$ cat config.mk
export PLATFORM = sky130hd
export DESIGN_NAME = ahb_uart_prog
export DESIGN_NICKNAME = d
export VERILOG_FILES = /design/src/rtl/ahb_uart_prog.sv
export SDC_FILE = /design/constraint.sdc
export NUM_CORES = 1
export LEC_CHECK = 0
export CORE_MARGIN = 3
export CORE_UTILIZATION = 53
export CTS_CLUSTER_SIZE = 12
export DETAILED_ROUTE_END_ITERATION = 16
export GPL_TIMING_DRIVEN = 0
export PLACE_DENSITY = 0.73
export SYNTH_ARGS = -nofsm -noshare
export SYNTH_HDL_FRONTEND = slang
export SYNTH_SLANG_ARGS = --single-unit
$ cat constraint.sdc
create_clock -name HCLK -period 3.45 [get_ports HCLK]
set_input_delay 0.345 -clock HCLK [delete_from_list [all_inputs] [get_ports HCLK]]
set_output_delay 0.345 -clock HCLK [all_outputs]
set_load 0.01 [all_outputs]
$ cat src/rtl/ahb_uart_prog.sv
// ---------------------------------------------------------------------------
// ahb_uart_prog
//   AHB-Lite slave UART with a programmable baud divisor, TX/RX FIFOs of
//   2**FIFO_AW bytes, optional even/odd parity, sticky error flags and a
//   maskable level interrupt. Frames are 8N1 or 8P1, LSB first, 16x
//   oversampled.
//
//   Register map (HADDR[3:2]):
//     0x0 DATA    W: push TX byte (stalls while TX FIFO full)  R: pop RX byte
//     0x4 STATUS  R: {frame_err, parity_err, overrun, rx_full, tx_empty, rx_empty}
//                 W: 1 clears bits [5:3]
//     0x8 CTRL    [0]tx_en [1]rx_en [2]par_en [3]par_odd [4]ie_rx [5]ie_txe [6]ie_err
//     0xC BAUDDIV [15:0] tick period minus 1, picked up at the next reload
//
//   Ports:
//     HCLK, HRESETn        clock, asynchronous active-low reset
//     HSEL..HREADY         AHB-Lite slave inputs
//     HREADYOUT, HRDATA    AHB-Lite slave outputs
//     RsRx / RsTx          serial in (asynchronous) / serial out (idle high)
//     uart_irq             level interrupt
// ---------------------------------------------------------------------------

// Byte-wide synchronous FIFO used for both directions.
//   clk, rst_n     clock, asynchronous active-low reset
//   push, wdata    write request and data (ignored when full unless popping)
//   pop, rdata     read request (ignored when empty) and head-of-queue data
//   empty, full    occupancy flags
module ahb_uart_prog_fifo #(
  parameter int AW = 4
) (
  input  logic       clk,
  input  logic       rst_n,
  input  logic       push,
  input  logic       pop,
  input  logic [7:0] wdata,
  output logic [7:0] rdata,
  output logic       empty,
  output logic       full
);

  localparam int DEPTH = 1 << AW;

  logic [7:0]    mem [DEPTH];
  logic [AW-1:0] wr_ptr;
  logic [AW-1:0] rd_ptr;
  logic [AW:0]   count;
  logic          do_push;
  logic          do_pop;

  assign empty = (count == '0);
  assign full  = count[AW];
  // A pop on an empty FIFO is dropped; a push on a full FIFO is accepted only
  // when a pop frees the head slot in the same cycle.
  assign do_pop  = pop & ~empty;
  assign do_push = push & (~full | do_pop);
  assign rdata   = mem[rd_ptr];

  // NOTE: the storage array is deliberately not reset; count and pointers
  // alone decide which entries are valid, so stale contents are never seen.
  always_ff @(posedge clk) begin
    if (do_push) mem[wr_ptr] <= wdata;
  end

  // NOTE: clocked state uses non-blocking assignments so every flop samples
  // the values from before the edge, independent of statement order.
  always_ff @(posedge clk or negedge rst_n) begin
    if (!rst_n) begin
      wr_ptr <= '0;
      rd_ptr <= '0;
      count  <= '0;
    end else begin
      // Pointers are exactly AW bits wide, so they wrap modulo depth.
      if (do_push) wr_ptr <= wr_ptr + 1'b1;
      if (do_pop)  rd_ptr <= rd_ptr + 1'b1;
      case ({do_push, do_pop})
        2'b10:   count <= count + 1'b1;
        2'b01:   count <= count - 1'b1;
        default: ;
      endcase
    end
  end

endmodule

module ahb_uart_prog #(
  parameter int          FIFO_AW = 4,
  parameter logic [15:0] DIV_RST = 16'd162
) (
  input  logic        HCLK,
  input  logic        HRESETn,
  input  logic        HSEL,
  input  logic [31:0] HADDR,
  input  logic [1:0]  HTRANS,
  input  logic        HWRITE,
  input  logic [31:0] HWDATA,
  input  logic        HREADY,
  output logic        HREADYOUT,
  output logic [31:0] HRDATA,
  input  logic        RsRx,
  output logic        RsTx,
  output logic        uart_irq
);

  typedef enum logic [2:0] {
    ST_IDLE,
    ST_START,
    ST_DATA,
    ST_PARITY,
    ST_STOP
  } state_t;

  // ---------------- bus data-phase registers ----------------
  logic       dp_sel;
  logic       dp_write;
  logic [1:0] dp_addr;

  // ---------------- configuration and status ----------------
  logic [6:0]  ctrl;
  logic [15:0] baud_div;
  logic        frame_err;
  logic        parity_err;
  logic        overrun;
  logic [5:0]  status;

  // ---------------- FIFO interfaces ----------------
  logic       tx_push, tx_pop, tx_empty, tx_full;
  logic [7:0] tx_rdata;
  logic       rx_push, rx_pop, rx_empty, rx_full;
  logic [7:0] rx_rdata, rx_byte;

  // ---------------- decoded data-phase accesses ----------------
  logic wr_data, rd_data, wr_status, wr_ctrl, wr_baud;

  // ---------------- tick generator ----------------
  logic [15:0] tick_cnt;
  logic        tick;

  // ---------------- transmitter ----------------
  state_t     tx_state;
  logic [3:0] tx_tick;
  logic [2:0] tx_bit;
  logic [7:0] tx_shift;
  logic       tx_par;

  // ---------------- receiver ----------------
  state_t     rx_state;
  logic       rx_meta, rx_sync, rx_prev;
  logic [3:0] rx_tick;
  logic [2:0] rx_bit;
  logic [7:0] rx_shift;
  logic       rx_par_en;
  logic       rx_par_ok;

  // Address bits outside [3:2], HTRANS[0] and upper write data are not decoded.
  logic unused_bits;
  assign unused_bits = ^{HADDR[31:4], HADDR[1:0], HTRANS[0], HWDATA[31:16]};

  // Address phase is captured only while the bus is ready, so a stalled data
  // phase keeps its decode until it completes.
  always_ff @(posedge HCLK or negedge HRESETn) begin
    if (!HRESETn) begin
      dp_sel   <= 1'b0;
      dp_write <= 1'b0;
      dp_addr  <= 2'd0;
    end else if (HREADY) begin
      dp_sel   <= HSEL & HTRANS[1];
      dp_write <= HWRITE;
      dp_addr  <= HADDR[3:2];
    end
  end

  assign wr_data   = dp_sel &  dp_write & (dp_addr == 2'd0);
  assign rd_data   = dp_sel & ~dp_write & (dp_addr == 2'd0);
  assign wr_status = dp_sel &  dp_write & (dp_addr == 2'd1);
  assign wr_ctrl   = dp_sel &  dp_write & (dp_addr == 2'd2);
  assign wr_baud   = dp_sel &  dp_write & (dp_addr == 2'd3);

  // A DATA write waits for a free slot; the push lands in the first cycle
  // the TX FIFO is not full, which is also the cycle HREADYOUT returns high.
  assign HREADYOUT = ~(wr_data & tx_full);
  assign tx_push   = wr_data & ~tx_full;
  assign rx_pop    = rd_data & ~rx_empty;

  always_ff @(posedge HCLK or negedge HRESETn) begin
    if (!HRESETn) begin
      ctrl     <= 7'd0;
      baud_div <= DIV_RST;
    end else begin
      if (wr_ctrl) ctrl     <= HWDATA[6:0];
      if (wr_baud) baud_div <= HWDATA[15:0];
    end
  end

  assign status = {frame_err, parity_err, overrun, rx_full, tx_empty, rx_empty};

  // NOTE: combinational blocks assign a default first so no path can leave
  // the output unassigned and infer a latch.
  always_comb begin
    HRDATA = 32'd0;
    if (dp_sel && !dp_write) begin
      case (dp_addr)
        2'd0:    HRDATA = rx_empty ? 32'd0 : {24'd0, rx_rdata};
        2'd1:    HRDATA = {26'd0, status};
        2'd2:    HRDATA = {25'd0, ctrl};
        default: HRDATA = {16'd0, baud_div};
      endcase
    end
  end

  // 16x oversample tick: one-cycle pulse every baud_div+1 cycles. A new
  // divisor only takes effect when the counter reloads.
  assign tick = (tick_cnt == 16'd0);

  always_ff @(posedge HCLK or negedge HRESETn) begin
    if (!HRESETn)  tick_cnt <= DIV_RST;
    else if (tick) tick_cnt <= baud_div;
    else           tick_cnt <= tick_cnt - 16'd1;
  end

  ahb_uart_prog_fifo #(.AW(FIFO_AW)) u_tx_fifo (
    .clk   (HCLK),
    .rst_n (HRESETn),
    .push  (tx_push),
    .pop   (tx_pop),
    .wdata (HWDATA[7:0]),
    .rdata (tx_rdata),
    .empty (tx_empty),
    .full  (tx_full)
  );

  ahb_uart_prog_fifo #(.AW(FIFO_AW)) u_rx_fifo (
    .clk   (HCLK),
    .rst_n (HRESETn),
    .push  (rx_push),
    .pop   (rx_pop),
    .wdata (rx_byte),
    .rdata (rx_rdata),
    .empty (rx_empty),
    .full  (rx_full)
  );

  // Frames start on a tick so every bit, including the start bit, is exactly
  // 16 ticks long.
  assign tx_pop = tick & (tx_state == ST_IDLE) & ctrl[0] & ~tx_empty;

  always_ff @(posedge HCLK or negedge HRESETn) begin
    if (!HRESETn) begin
      tx_state <= ST_IDLE;
      tx_tick  <= 4'd0;
      tx_bit   <= 3'd0;
      tx_shift <= 8'd0;
      tx_par   <= 1'b0;
      RsTx     <= 1'b1;
    end else if (tick) begin
      case (tx_state)
        ST_IDLE: begin
          if (tx_pop) begin
            tx_state <= ST_START;
            tx_tick  <= 4'd0;
            tx_shift <= tx_rdata;
            // Odd parity is the inverted XOR of the data bits.
            tx_par   <= (^tx_rdata) ^ ctrl[3];
            RsTx     <= 1'b0;
          end
        end
        ST_START: begin
          tx_tick <= tx_tick + 4'd1;
          if (tx_tick == 4'd15) begin
            tx_state <= ST_DATA;
            tx_bit   <= 3'd0;
            RsTx     <= tx_shift[0];
          end
        end
        ST_DATA: begin
          tx_tick <= tx_tick + 4'd1;
          if (tx_tick == 4'd15) begin
            if (tx_bit == 3'd7) begin
              tx_state <= ctrl[2] ? ST_PARITY : ST_STOP;
              RsTx     <= ctrl[2] ? tx_par : 1'b1;
            end else begin
              tx_bit   <= tx_bit + 3'd1;
              tx_shift <= {1'b0, tx_shift[7:1]};
              RsTx     <= tx_shift[1];
            end
          end
        end
        ST_PARITY: begin
          tx_tick <= tx_tick + 4'd1;
          if (tx_tick == 4'd15) begin
            tx_state <= ST_STOP;
            RsTx     <= 1'b1;
          end
        end
        default: begin
          tx_tick <= tx_tick + 4'd1;
          if (tx_tick == 4'd15) tx_state <= ST_IDLE;
        end
      endcase
    end
  end

  always_ff @(posedge HCLK or negedge HRESETn) begin
    if (!HRESETn) begin
      rx_meta <= 1'b1;
      rx_sync <= 1'b1;
      rx_prev <= 1'b1;
    end else begin
      rx_meta <= RsRx;
      rx_sync <= rx_meta;
      rx_prev <= rx_sync;
    end
  end

  // The receiver counts ticks from the detected falling edge and acts when
  // the count reaches 7, i.e. on the 8th tick (mid-bit). State changes happen
  // there too, and the 4-bit counter keeps running, so the next sample falls
  // exactly 16 ticks later.
  always_ff @(posedge HCLK or negedge HRESETn) begin
    if (!HRESETn) begin
      rx_state   <= ST_IDLE;
      rx_tick    <= 4'd0;
      rx_bit     <= 3'd0;
      rx_shift   <= 8'd0;
      rx_par_en  <= 1'b0;
      rx_par_ok  <= 1'b1;
      rx_push    <= 1'b0;
      rx_byte    <= 8'd0;
      frame_err  <= 1'b0;
      parity_err <= 1'b0;
      overrun    <= 1'b0;
    end else begin
      rx_push <= 1'b0;
      // Software clears come first so a hardware set later in this block
      // overrides a clear in the same cycle.
      if (wr_status) begin
        if (HWDATA[3]) overrun    <= 1'b0;
        if (HWDATA[4]) parity_err <= 1'b0;
        if (HWDATA[5]) frame_err  <= 1'b0;
      end
      if (rx_state == ST_IDLE) begin
        if (ctrl[1] && rx_prev && !rx_sync) begin
          rx_state  <= ST_START;
          rx_tick   <= 4'd0;
          rx_par_en <= ctrl[2];
          rx_par_ok <= 1'b1;
        end
      end else if (tick) begin
        rx_tick <= rx_tick + 4'd1;
        if (rx_tick == 4'd7) begin
          case (rx_state)
            ST_START: begin
              if (rx_sync) begin
                rx_state <= ST_IDLE;
              end else begin
                rx_state <= ST_DATA;
                rx_bit   <= 3'd0;
              end
            end
            ST_DATA: begin
              rx_shift <= {rx_sync, rx_shift[7:1]};
              if (rx_bit == 3'd7) rx_state <= rx_par_en ? ST_PARITY : ST_STOP;
              else                rx_bit   <= rx_bit + 3'd1;
            end
            ST_PARITY: begin
              rx_par_ok <= (rx_sync == ((^rx_shift) ^ ctrl[3]));
              rx_state  <= ST_STOP;
            end
            default: begin
              rx_state <= ST_IDLE;
              if (!rx_sync)                    frame_err  <= 1'b1;
              else if (rx_par_en && !rx_par_ok) parity_err <= 1'b1;
              else if (rx_full)                 overrun    <= 1'b1;
              else begin
                rx_push <= 1'b1;
                rx_byte <= rx_shift;
              end
            end
          endcase
        end
      end
    end
  end

  always_ff @(posedge HCLK or negedge HRESETn) begin
    if (!HRESETn) uart_irq <= 1'b0;
    else          uart_irq <= (ctrl[4] & ~rx_empty) | (ctrl[5] & tx_empty) |
                              (ctrl[6] & (frame_err | parity_err | overrun));
  end

endmodule

# == Word level (Yosys, flattened, before mapping) ==
# Memories as Yosys holds them, arrays and structs flattened.
# Index checks and enable logic that the tools add are counted.
# Widths: inputs -> output; s select.
# op_classes
n_bitwise,38
n_mux,84
addsub,13
eq_ne,28
div,0
n_reduce_logical,39
order_cmp,0
n_mul,0
shifts,0
# ops
cell,count
$mux 3,17
$pmux 16 s3,1
$mux 1,46
$mux 32,1
$mux 8,4
$add 4x1->4 const B,6
$and 1x1->1,21
$mux 4,5
$pmux 5 s2,2
$reduce_bool 2->1,9
$logic_not 16->1,1
$mux 16,1
$pmux 8 s2,1
$reduce_xor 8->1,2
$sub 16x1->16 const B,1
$ne 2x2->1 const B,7
$reduce_and 7->1,2
$eq 3x2->1 const B,4
$pmux 3 s2,2
$pmux 3 s4,1
$reduce_and 4->1,3
$reduce_and 6->1,2
$add 5x1->5 const B,2
$logic_not 5->1,2
other kinds (26),59
# word_totals
mem_bits_rw,256
inputBits,72
mem_count,2
word_cells,237
latch_bits,0
output_inout_bits,35
reg_bits,125
romBits,0
# mem_list
memory,words,word_bits,rd,rd_clocked_by_memory_dff,write_ports,line_no,text
u_rx_fifo.mem,16,8,1,0,1,43,logic [7:0] mem [DEPTH];
u_tx_fifo.mem,16,8,1,0,1,43,

# == Depth between registers and ports, before layout ==
# Gate-level depths: netlist (run 1).
# depth
ltp_word,10
mapped_depth,17
ltp_nobuf,15

# == Modules after synthesis ==
# Synthesis (run 1) repeated with hierarchy kept, for this count alone.
# hier_totals
hier_cells,1151
hier_area_um2,16632.2
# by_module_without_submodules
mod,area_each_um2,n_inst,cells_each,seq_area_each_um2
ahb_uart_prog_fifo at u_tx_fifo,5763.0,1,333,4169.0
ahb_uart_prog_fifo at u_rx_fifo,5718.0,1,329,4169.0
ahb_uart_prog,5151.2,1,489,2491.1

# == Least setup slack after synthesis (run 1) ==
# OpenSTA, ideal clock, no wires.
# synth_path
path_type,register to register
start,register tick_cnt[0]
end,register u_tx_fifo.count[4]
period_less_slack_ns,3.777
path_buffers,2
t_required_ns,3.325
path_stages_with_launch,18
arrival_ns,3.652
setup_ns,0.125
slack_ns,-0.327
path_cell_list,dfrtp_1 inv_1 ha_1 or4b_1 buf_2 or4_4 or2_2 buf_2 nor2_4 ha_1 inv_1 fa_1 inv_1 a21o_1 a21oi_1 xnor2_1 nor2_1 xor2_1
# synth_between
elab_chain_cells,9
elab_cells_between_ends,11
cone_classes,eq/ne (2); mux (1); bitwise (6); reduce/logical (2)
# synth_rtl
element,line_no,text
"start, declared",135,logic [15:0] tick_cnt;
"start signal, assigned",216,else if (tick) tick_cnt <= baud_div;
"start signal, assigned",217,else tick_cnt <= tick_cnt - 16'd1;
$logic_not 16->1 (*),212,assign tick = (tick_cnt == 16'd0);
$and 1x1->1 (*) (3 in a row),244,assign tx_pop = tick & (tx_state == ST_IDLE) & ctrl[0] & ~tx_empty;
$and 1x1->1 (*),54,assign do_pop = pop & ~empty;
via u_tx_fifo.do_pop,48,logic do_pop;
$or 1x1->1,55,assign do_push = push & (~full | do_pop);
$and 1x1->1,55,
$eq 2x1->1 or $eq 2x2->1 (tied branches),75,"case ({do_push, do_pop})"
$pmux 5 s2 or $reduce_bool 2->1 (tied branches),n/a,
"end signal, assigned",76,2'b10: count <= count + 1'b1;
"end signal, assigned",77,2'b01: count <= count - 1'b1;
"end, declared",46,logic [AW:0] count;
# The timed path passes the listed nets; every way through them passes the cells marked *.
# A chain may end at the register's enable or synchronous reset.

# == Final worst setup path (run 1) ==
# layout_path
start,register dp_write
end,register u_rx_fifo.count[4]
# layout_between
elab_chain_cells,9
elab_cells_between_ends,11
cone_classes,eq/ne (2); mux (1); bitwise (7); reduce/logical (1)
# layout_rtl
element,line_no,text
"start, declared",114,logic dp_write;
"start signal, assigned",163,dp_write <= 1'b0;
"start signal, assigned",167,dp_write <= HWRITE;
$not 1->1 (*),173,assign rd_data = dp_sel & ~dp_write & (dp_addr == 2'd0);
$and 1x1->1 (*) (2 in a row),173,
$and 1x1->1 (*),182,assign rx_pop = rd_data & ~rx_empty;
$and 1x1->1 (*),54,
via u_rx_fifo.do_pop,48,
$or 1x1->1,55,
$and 1x1->1,55,
$eq 2x1->1 or $eq 2x2->1 (tied branches),75,
$pmux 5 s2 or $reduce_bool 2->1 (tied branches),n/a,
"end signal, assigned",76,
"end signal, assigned",77,
"end, declared",46,
# Marked as above.

==> results of run 1 <==
[cell usage in the layout, fill, tap and decap left out, types with 6 or more instances in the layout]
cell type / instances
a21o_1: 6
a21oi_1: 16
a31oi_1: 9
and2_1: 18
buf_4: 34
clkbuf_1: 38
clkbuf_16: 42
clkdlybuf4s50_1: 35
conb_1: 16
dfrtp_1: 112
dfstp_2: 11
dlymetal6s2s_1: 7
edfxtp_1: 256
ha_1: 25
inv_1: 24
mux2_2: 48
mux2i_1: 9
mux4_2: 75
nand2_1: 83
nand3_1: 18
nand4_1: 8
nor2_1: 45
nor3_1: 10
nor4_2: 6
o21ai_0: 59
o31ai_1: 7
xnor2_1: 34
xor2_1: 10
[Yosys cell counts, types with 2 or more instances]
library cell,count,share of area
a211oi_1,5,0.0023
a21o_1,6,0.0028
a21oi_1,16,0.0049
a22o_1,3,0.0016
a22oi_1,5,0.0023
a31oi_1,9,0.0035
and2_1,19,0.0073
buf_1,8,0.0018
buf_2,8,0.0025
buf_4,16,0.0074
clkbuf_1,31,0.0071
dfrtp_1,114,0.18
dfstp_2,11,0.018
edfxtp_1,256,0.47
fa_1,2,0.0025
ha_1,26,0.020
inv_1,28,0.0065
mux2_2,48,0.033
mux2i_1,9,0.0055
mux4_2,75,0.10
nand2_1,83,0.019
nand2b_1,5,0.0019
nand3_1,18,0.0055
nand4_1,8,0.0031
nor2_1,46,0.011
nor2b_1,6,0.0023
nor3_1,15,0.0046
nor3_4,2,0.0020
nor3b_1,5,0.0023
nor4_1,10,0.0038
o21ai_0,59,0.018
o31ai_1,7,0.0032
or2_2,3,0.0012
or3_1,5,0.0019
or4_1,3,0.0014
or4b_1,2,0.0012
xnor2_1,34,0.018
xnor3_1,3,0.0041
xor2_1,10,0.0054
[stage by stage]
stage | TNS (ns) | setup slack (ns) | hold slack, ns
floorplan | 0 | 0.04213 | 0.04941
global placement | -396.49 | -3.098 | 0.3473
detailed placement | -8.736 | -0.3938 | 0.2576
CTS | -0.5371 | -0.1138 | 0.2084
global route | -0.02247 | -0.01580 | 0.2210
finish | 0 | 0.1179 | 0.2260
[worst max-delay path, delay by kind of cell (launching register included)]
family	cells	cell delay, ns
buffers and inverters	3	0.41
xor gates and xnor gates	2	0.30
DFF	1	0.35
adders and majority gates	2	0.86
and+or+nand+nor	3	1.13
AOI/OAI and AO/OA	2	0.18
[what timing repair did]
item	CTS	global route
endpoints found under the setup margin	38	12
pin swaps	6	4
endpoints found under the hold margin	31	0
resized for setup	37	29
setup buffers	7	5
hold buffers	1	0
[metal layers]
metal,global-route usage,vias to the layer above,part of all wire
met1,0.3130,4657,0.43
met2,0.3398,302,0.48
met5,0,-,0
met3,0.03080,61,0.059
li1,-,4127,-
met4,0.06520,0,0.028
[registers in the layout, summed over array words and instances, names as in the netlist, 7 cells and up]
signal and count:
u_rx_fifo.mem 128, rx_byte 8, tick_cnt 16, rx_shift 8, baud_div 16, u_tx_fifo.mem 128
ctrl 7, tx_shift 8
[final timing paths]
kind / start / slack [ns] / end
max: dp_write$_DFFE_PN0P_ / 0.12 / u_rx_fifo.count[4]$_DFFE_PN0P_
min: RsRx / 0.23 / rx_meta$_DFF_PN1_
max reg2reg: dp_write$_DFFE_PN0P_ / 0.12 / u_rx_fifo.count[4]$_DFFE_PN0P_
min reg2reg: rx_meta$_DFF_PN1_ / 0.36 / rx_sync$_DFF_PN1_
max in group asynchronous: HRESETn / 2.37 / RsTx$_DFFE_PN1P_
min in group asynchronous: HRESETn / 0.26 / rx_push$_DFF_PN0_
[where the power goes]
part	leakage (µW)	switching, µW	internal (µW)	total, µW
clock network	0.000625	1750	2430	4190
registers	0.00363	281	5160	5440
logic	0.00232	465	413	878
[cells by family (layout without fill, tap and decap cells)]
| family | count (synthesis) | in the layout |
|---|---|---|
| flip-flops | 381 | 381 |
| XOR/XNOR | 47 | 47 |
| multiplexers | 132 | 132 |
| AO/OA/AOI/OAI | 120 | 120 |
| adder cells (fa/ha/maj) | 28 | 28 |
| buffers and inverters | 91 | 222 |
| other | 1 | 16 |
| AND/OR/NAND/NOR | 236 | 236 |
[final cells by class]
type,instances,share of cell area
sequential,381,0.5737
tap,390,0.02585
timing repair buffer,61,0.03214
clock buffer,64,0.06216
buffer,57,0.01889
multi-input combinational,579,0.2754
inverter,28,0.005567
clock inverter,12,0.006230
==> results.txt, run 1 <==
Reg area -> 10830 µm²
initial antenna violation count -> 0
die width -> 181.3 µm
Max Buffers Root-to-Sink -> 3
Die H -> 181.3 µm
Distinct cells, synth -> 56
diode count -> 0
Critical Path AT -> 3.73 ns
Total GRT Usage -> 0.2141
Worst Setup Start Kind -> flop
global-route wire length before repair -> 54370 µm
critical path, cell by cell -> clkbuf_1 > nand2b_1 > nor4_2 > ha_1 > inv_1 > fa_1 > inv_1 > a21o_1 > a21oi_1 > xnor2_1 > nor2_1 > xor2_1
Max Cap Viol -> 0
vias in the first global route -> 9194
Slowest cell on crit path -> nor4_2
YS warnings -> 0
relative slew slack -> 0.3691
Post-Synth XOR/XNOR Area -> 0.02782
gpl congestion -> 0.8414
Worst Path Class, Setup -> flop to flop
Hold Path Cell Cnt -> 1
Layout Area Growth over Synthesis -> 15.96%
min Tclk post-route -> 3.332 ns
total CTS buffers -> 41
starting density of the core -> 0.5435
flops & latches, synth -> 381
Final period util -> 0.9658
Simple-Gate Fraction of Synth Area -> 0.07186
drt first-iter violations -> 795
Avg WL per Cell -> 22.04 µm
EDFF count, synth -> 256
clk slew on worst S/H paths -> 0.06 ns
Sink Count -> 381
CTS H-tree lvls -> 2
syn avg cell area -> 15.71 µm²
Multi-input gate area -> 5200 µm²
DRC violations left -> 0
Via-to-Cell Ratio -> 5.819
Worst setup EP type -> flop
Synth Area in Adders -> 0.02244
pin count of the biggest net entering global routing -> 95
via count -> 9147
RSZ-0062 raised after global routing -> yes
Worst IR Drop VDD -> 0.3585 mV
Total Power -> 10500 µW
CTS tree -> built
row count -> 63
clock insertion delay at the later pin of the skew report -> 0.54 ns
Synth Area in Compound Gates -> 0.04473
max incr delay on CP -> 0.78 ns
root buffer cell -> clkbuf_16
Detail Route Antenna Nets -> 0
share of layout cells above drive strength 1 -> 0.2343
Max Clock Skew -> 0.02755 ns
Pleak -> 0.006577 µW
grt ovf -> 0
Required @ worst endpoint -> 3.85 ns
DIE AREA -> 32860 µm²
Power Dens Cells -> 556.3 nW/µm²
dpl cells -> 1489
mux contribution to synthesized area -> 0.1425
drt pass-1 iters -> 5
Post-Route Utilization -> 0.6303
Filler Cells Inserted -> 2138
critical path's most frequent cell -> inv_1
post-synthesis cell area -> 16280 µm²
sequential element share of the synthesized area -> 0.6652
Post-synth ARST share -> 0.3281
cell area after layout -> 18880 µm²
HP Class -> input pin to flop
top_reg_cell synth -> edfxtp_1
fin nets -> 1249
Critical Path Fanout Max -> 7
Syn Inst Count -> 1036
drt total wl -> 34650 µm
run status -> completed
Port Buf Inserts -> 43
Core ar. -> 29950 µm²
Post-DP HPWL -> 23090 µm
Max Freq -> 300.1 MHz
Hold Fails Final Rpt -> 0
largest family of logic cells by synthesized area -> multiplexers
number of I/O pins -> 107
Worst Reg-to-Reg Cells -> 12
Final Max Slew Viols -> 0
final setup fails -> 0
Worst-Margin Slew -> 0.9428 ns
Layout Cells excl Fill -> 1572
DP Area -> 17380 µm²
No activity file was read; power rests on OpenSTA's default activity.
==> inputs of run 2 (changes only) <==
- TNS_END_PERCENT: unset -> 100
==> results of run 2 <==
Same layout as run 1: the final DEF is identical, and so are final timing and power.
